**config.mk**
```make
export PLATFORM = sky130hd
export DESIGN_NAME = piso_stream_flat
export DESIGN_NICKNAME = d
export VERILOG_FILES = /design/src/rtl/piso_stream_if.sv /design/src/rtl/piso_stream.sv /design/src/flat_wrapper.sv
export SDC_FILE = /design/constraint.sdc
export NUM_CORES = 1
export LEC_CHECK = 0
export BUFFER_PORTS_ARGS = -buffer_cell sky130_fd_sc_hd__buf_4
export CORE_ASPECT_RATIO = 1.4
export CORE_MARGIN = 3
export CORE_UTILIZATION = 26
export DETAILED_ROUTE_END_ITERATION = 8
export PLACE_DENSITY_LB_ADDON = 0.1
export SYNTH_ARGS = -nofsm -noshare
export SYNTH_HDL_FRONTEND = slang
export SYNTH_SLANG_ARGS = --single-unit
```
**constraint.sdc**
```tcl
create_clock -name clk -period 3.5 [get_ports clk]
set_input_delay 0.525 -clock clk [delete_from_list [all_inputs] [get_ports clk]]
set_output_delay 0.525 -clock clk [all_outputs]
set_load 0.01 [all_outputs]
```
**src/rtl/piso_stream_if.sv**
```systemverilog
// rtl/piso_stream_if.sv - handshake and serial-link signal bundle for piso_stream
interface piso_stream_if #(
    parameter int WIDTH = 8
);
    logic             in_valid;
    logic             in_ready;
    logic [WIDTH-1:0] parallel_in;
    logic             msb_first;
    logic             shift_en;
    logic             serial_out;
    logic             serial_valid;
    logic             frame_start;
    logic             frame_end;
    logic             busy;

    // Producer plus downstream pacing side
    modport master (
        output in_valid, parallel_in, msb_first, shift_en,
        input  in_ready, serial_out, serial_valid, frame_start, frame_end, busy
    );

    // Serializer side
    modport slave (
        input  in_valid, parallel_in, msb_first, shift_en,
        output in_ready, serial_out, serial_valid, frame_start, frame_end, busy
    );
endinterface

```
**src/rtl/piso_stream.sv**
```systemverilog
// rtl/piso_stream.sv - parallel-in/serial-out serializer with one-word holding buffer
module piso_stream #(
    parameter int WIDTH = 8
) (
    input  logic         clk,
    input  logic         rst,
    piso_stream_if.slave s
);
    localparam int CW = $clog2(WIDTH + 1);
    localparam logic [CW-1:0] CNT_FULL = CW'(WIDTH);
    localparam logic [CW-1:0] CNT_ONE  = CW'(1);

    typedef enum logic {
        IDLE  = 1'b0,
        SHIFT = 1'b1
    } state_t;

    state_t           r_state;
    state_t           w_state_nxt;
    logic [WIDTH-1:0] r_sr;
    logic             r_sr_msb;
    logic [CW-1:0]    r_cnt;
    logic [WIDTH-1:0] r_hb;
    logic             r_hb_msb;
    logic             r_hb_full;

    logic w_accept;
    logic w_last;
    logic w_direct;

    // in_ready depends only on the registered buffer flag, never on in_valid
    assign w_accept = s.in_valid & ~r_hb_full;
    assign w_last   = (r_state == SHIFT) & s.shift_en & (r_cnt == CNT_ONE);
    // Last bit leaves with an empty buffer: a newly accepted word bypasses HB
    assign w_direct = w_last & ~r_hb_full & w_accept;

    // State register
    always_ff @(posedge clk or posedge rst) begin
        if (rst) r_state <= IDLE;
        else     r_state <= w_state_nxt;
    end

    // Next-state decode: leave SHIFT only when the last bit goes with nothing queued
    always_comb begin
        w_state_nxt = r_state;
        case (r_state)
            IDLE:    if (w_accept) w_state_nxt = SHIFT;
            SHIFT:   if (w_last && !r_hb_full && !w_accept) w_state_nxt = IDLE;
            default: w_state_nxt = IDLE;
        endcase
    end

    // Shift register, bit counter and mode flag
    always_ff @(posedge clk or posedge rst) begin
        if (rst) begin
            r_sr     <= '0;
            r_sr_msb <= 1'b0;
            r_cnt    <= '0;
        end else if (r_state == IDLE) begin
            if (w_accept) begin
                r_sr     <= s.parallel_in;
                r_sr_msb <= s.msb_first;
                r_cnt    <= CNT_FULL;
            end
        end else if (s.shift_en) begin
            if (r_cnt != CNT_ONE) begin
                r_sr  <= r_sr_msb ? {r_sr[WIDTH-2:0], 1'b0} : {1'b0, r_sr[WIDTH-1:1]};
                r_cnt <= r_cnt - CNT_ONE;
            end else if (r_hb_full) begin
                r_sr     <= r_hb;
                r_sr_msb <= r_hb_msb;
                r_cnt    <= CNT_FULL;
            end else if (w_accept) begin
                r_sr     <= s.parallel_in;
                r_sr_msb <= s.msb_first;
                r_cnt    <= CNT_FULL;
            end else begin
                r_sr  <= '0;
                r_cnt <= '0;
            end
        end
    end

    // Holding buffer: filled by an accept during SHIFT, drained at the last bit
    always_ff @(posedge clk or posedge rst) begin
        if (rst) begin
            r_hb      <= '0;
            r_hb_msb  <= 1'b0;
            r_hb_full <= 1'b0;
        end else if (r_state == SHIFT) begin
            if (w_last && r_hb_full) begin
                r_hb_full <= 1'b0;
            end else if (w_accept && !w_direct) begin
                r_hb      <= s.parallel_in;
                r_hb_msb  <= s.msb_first;
                r_hb_full <= 1'b1;
            end
        end
    end

    // Output decode from registered state only
    always_comb begin
        s.in_ready     = ~r_hb_full;
        s.serial_valid = (r_state == SHIFT);
        s.serial_out   = 1'b0;
        if (r_state == SHIFT) s.serial_out = r_sr_msb ? r_sr[WIDTH-1] : r_sr[0];
        s.frame_start  = (r_state == SHIFT) & (r_cnt == CNT_FULL);
        s.frame_end    = (r_state == SHIFT) & (r_cnt == CNT_ONE);
        s.busy         = (r_state == SHIFT) | r_hb_full;
    end
endmodule

```
**src/flat_wrapper.sv**
```systemverilog
// flat-port wrapper written by rule: the top's interface ports become plain ports
module piso_stream_flat 
#(
    parameter int WIDTH = 8
)
  (clk, rst, s_in_valid, s_parallel_in, s_msb_first, s_shift_en, s_in_ready, s_serial_out, s_serial_valid, s_frame_start, s_frame_end, s_busy);
  piso_stream_if #(.WIDTH(WIDTH)) s_i ();
  input  logic clk;
  input  logic rst;
  input wire logic [$bits(s_i.in_valid)-1:0] s_in_valid;
  input wire logic [$bits(s_i.parallel_in)-1:0] s_parallel_in;
  input wire logic [$bits(s_i.msb_first)-1:0] s_msb_first;
  input wire logic [$bits(s_i.shift_en)-1:0] s_shift_en;
  output wire logic [$bits(s_i.in_ready)-1:0] s_in_ready;
  output wire logic [$bits(s_i.serial_out)-1:0] s_serial_out;
  output wire logic [$bits(s_i.serial_valid)-1:0] s_serial_valid;
  output wire logic [$bits(s_i.frame_start)-1:0] s_frame_start;
  output wire logic [$bits(s_i.frame_end)-1:0] s_frame_end;
  output wire logic [$bits(s_i.busy)-1:0] s_busy;
  assign s_i.in_valid = s_in_valid;
  assign s_i.parallel_in = s_parallel_in;
  assign s_i.msb_first = s_msb_first;
  assign s_i.shift_en = s_shift_en;
  assign s_in_ready = s_i.in_ready;
  assign s_serial_out = s_i.serial_out;
  assign s_serial_valid = s_i.serial_valid;
  assign s_frame_start = s_i.frame_start;
  assign s_frame_end = s_i.frame_end;
  assign s_busy = s_i.busy;
  piso_stream #(.WIDTH(WIDTH)) u_core (.clk(clk), .rst(rst), .s(s_i));
endmodule
```
==> out/summary.txt <==
CP Launch Type: flip-flop
TritonCTS clock tree: done
Dpl cells: 215
Post-layout util: 31.6%
Simple-Gate Fraction of Synth Area: 15.7%
Overall routing resource usage: 13.0%
Synth top area share: 43.1%
Detailed placement HPWL: 2550 µm
Status: finished, final reports clean
Buffers on Ports: 18
Crit-path slowest cell: or3b_4
Post-route clock skew: 0.00237 ns
CP top delay family: simple AND/OR/NAND/NOR gates
Clk pwr share: 14.6%
Post-CTS setup buffers: 0
Clock Pin Slew Worst Setup and Hold Paths: 0.08 ns
Slew HR: 34.3%
Ys flop type: dfrtp_1
N_diodes: 0
Routed length per instance: 16.6 µm
Vias in the first global route: 1,196
Fmax: 438 MHz
Mapped Area: 1390 µm²
CTS Buffer Depth: 2
Critical path data required time: 2.97 ns
First-pass GRT wire length: 6110 µm
Critical path class: flip-flop to primary output
Global placement routability congestion: 0.752
Post-synthesis compound-gate area fraction: 23.1%
CP bufs+invs: 2
Die Area: 6280 µm²
P_sw: 407 µW
Count leader, synth: dfrtp_1
Initial Util: 27.9%
Dpl cell area: 1540 µm²
Comb power frac: 39.4%
Cts hold-fix bufs: 0
#FFs+latches synth: 24
Post-synth top cells: 24 x dfrtp_1, 15 x o21ai_0, 11 x a21oi_1, 11 x nor2_1, 10 x nand2_1
Sink Count: 24
Worst path cell trace: inv_1 -> ha_1 -> or3b_4 -> nor2_2 -> buf_4
Area contributors post-synth: dfrtp_1 43%, mux2_2 7.3%, o21ai_0 5.4%, a21oi_1 4.0%, a211o_1 3.8%
Crit share post-route: 65.3%
Adder-Cell Fraction of Synth Area: 1.80%
Core box area: 4990 µm²
Peak supply drop: 0.242 mV
Period minus WS final: 2.29 ns
Avg Cell Area, Syn: 9.81 µm²
Post_cts resized: 0
Remaining Overflow, GRT: 0
Synth Area in XOR/XNOR: 0%
Post-route ant nets: 0
Slowest stage delay, CP: 0.49 ns
Reg power frac: 45.9%
I/O pin cnt: 19
Pwr/cell area: 714 nW/µm²
Post-Route WL: 3620 µm
H-tree Lvls: 1
Cell taking the most area after synthesis: dfrtp_1
Root Buffer Master: clkbuf_8
Max-slew violation count: 0
Ratio of cells with drive above 1 in the final layout: 23.4%
Critical Path AT: 1.76 ns
Switching power as a share of total power: 36.2%
Fin cells: 218
Synth cell types: 38
DRC errors left: 0
Vias: 1,119
Asr flop ratio synth: 100%
RSZ-0062 raised after global routing: false
Die height: 92.6 µm
Cells after Synth: 142
Mux share of post-synthesis cell area: 9.43%
Fin nets: 171
Largest family of logic cells by synthesized area: compound AO/OA/AOI/OAI gates
Maximum capacitance violations: 0
Static Leakage: 0.000699 µW
Post-synth EDFFs: 0
Largest net degree at the start of global routing: 25
Slew @ Worst Pin: 0.985 ns
Core Rows: 30
Yosys warns: 0
Total negative slack: 0 ns
Setup violations, final: 0
Seq/Total Area, Yosys: 43.1%
Vias/cell: 5.13
Max FO, Critical Path: 11
Area Growth Syn to Fin: 13.2%
Pint: 719 µW
Final instance area: 1580 µm²
CP Capture Type: primary output
HP Class: primary input to flip-flop
Chip width: 67.9 µm
Antenna violations before repair: 0
Initial DRC Count: 43
First-pass DRT Iterations: 4
Cts bufs inserted: 3
Clock Latency Late Sink: 0.27 ns
Final Hold Vio Count: 0
Mapped Nets: 157
-- state kept, by name, indices dropped and copies added (netlist names) --
signal	cells
u_core.r_cnt	4
u_core.r_hb	8
u_core.r_hb_full	1
u_core.r_hb_msb	1
u_core.r_sr	8
u_core.r_sr_msb	1
u_core.s.serial_valid	1
-- placed cells by master (no fill, tap or decap), types with 2 or more instances in the layout --
master / n
dfrtp_1: 24
o21ai_0: 15
a211o_1: 6
mux2_2: 9
nand2_1: 10
clkbuf_8: 3
ha_1: 2
a31oi_1: 7
nor2_1: 11
mux2i_1: 3
nor2b_1: 4
nand4_1: 2
inv_1: 6
buf_4: 18
a211oi_1: 4
a21oi_1: 11
-- power groups by stage --
| stage | Sequential [µW] | Clock, µW | Combinational, µW |
|---|---|---|---|
| finish | 517 | 164 | 444 |
| global route | 541 | 187 | 499 |
| CTS | 518 | 172 | 451 |
| detailed placement | 523 | 0 | 449 |
| global placement | 523 | 0 | 442 |
| floorplan | 473 | 0 | 369 |
-- per-stage QoR --
| step | hold slack [ns] | power, µW | worst slack, ns |
|---|---|---|---|
| floorplan | 0.479 | 842 | 1.68 |
| global placement | 0.489 | 966 | 1.50 |
| detailed placement | 0.493 | 972 | 1.50 |
| CTS | 0.483 | 1140 | 1.20 |
| global route | 0.474 | 1230 | 1.07 |
| finish | 0.482 | 1130 | 1.21 |
-- path summary, 6_finish.rpt --
kind	startpoint	to	slack [ns]	cells past startpoint
setup / recovery	u_core.r_cnt[1]$_DFFE_PP0P_	s_frame_end	1.21	5
hold / removal	s_shift_en	u_core.r_hb_full$_DFFE_PP0P_	0.48	2
setup reg to reg	u_core.r_cnt[1]$_DFFE_PP0P_	u_core.r_hb[5]$_DFFE_PP0P_	1.55	6
hold reg to reg	u_core.r_hb[7]$_DFFE_PP0P_	u_core.r_hb[7]$_DFFE_PP0P_	0.51	1
max in group asynchronous	rst	u_core.r_sr[6]$_DFFE_PP0P_	2.42	2
min in group asynchronous	rst	u_core.r_hb_full$_DFFE_PP0P_	0.49	2
-- cells by family after synthesis --
logic type	Yosys count
AO/OA/AOI/OAI	50
AND/OR/NAND/NOR	39
flip-flops	24
buffers and inverters	15
multiplexers	12
adder cells (fa/ha/maj)	2
-- layer usage --
metal / share of wire (%) / vias to the layer above / routed length [µm] / track usage [%]
li1: - / 540 / - / -
met4: 0.80 / 0 / 29 / 4.48
met3: 4.7 / 2 / 171 / 2.18
met1: 44 / 549 / 1580 / 16.7
met5: 0 / - / 0 / 0
met2: 51 / 28 / 1830 / 21.4
-- final cells by class --
type | instances | area (µm²)
Clock buffer | 3 | 41.3
Fill cell | 524 | 3420
Inverter | 6 | 22.5
Multi-Input combinational cell | 103 | 697
Sequential cell | 24 | 601
Tap cell | 64 | 80.1
Timing Repair Buffer | 18 | 135
No activity file was read; power rests on OpenSTA's default activity.
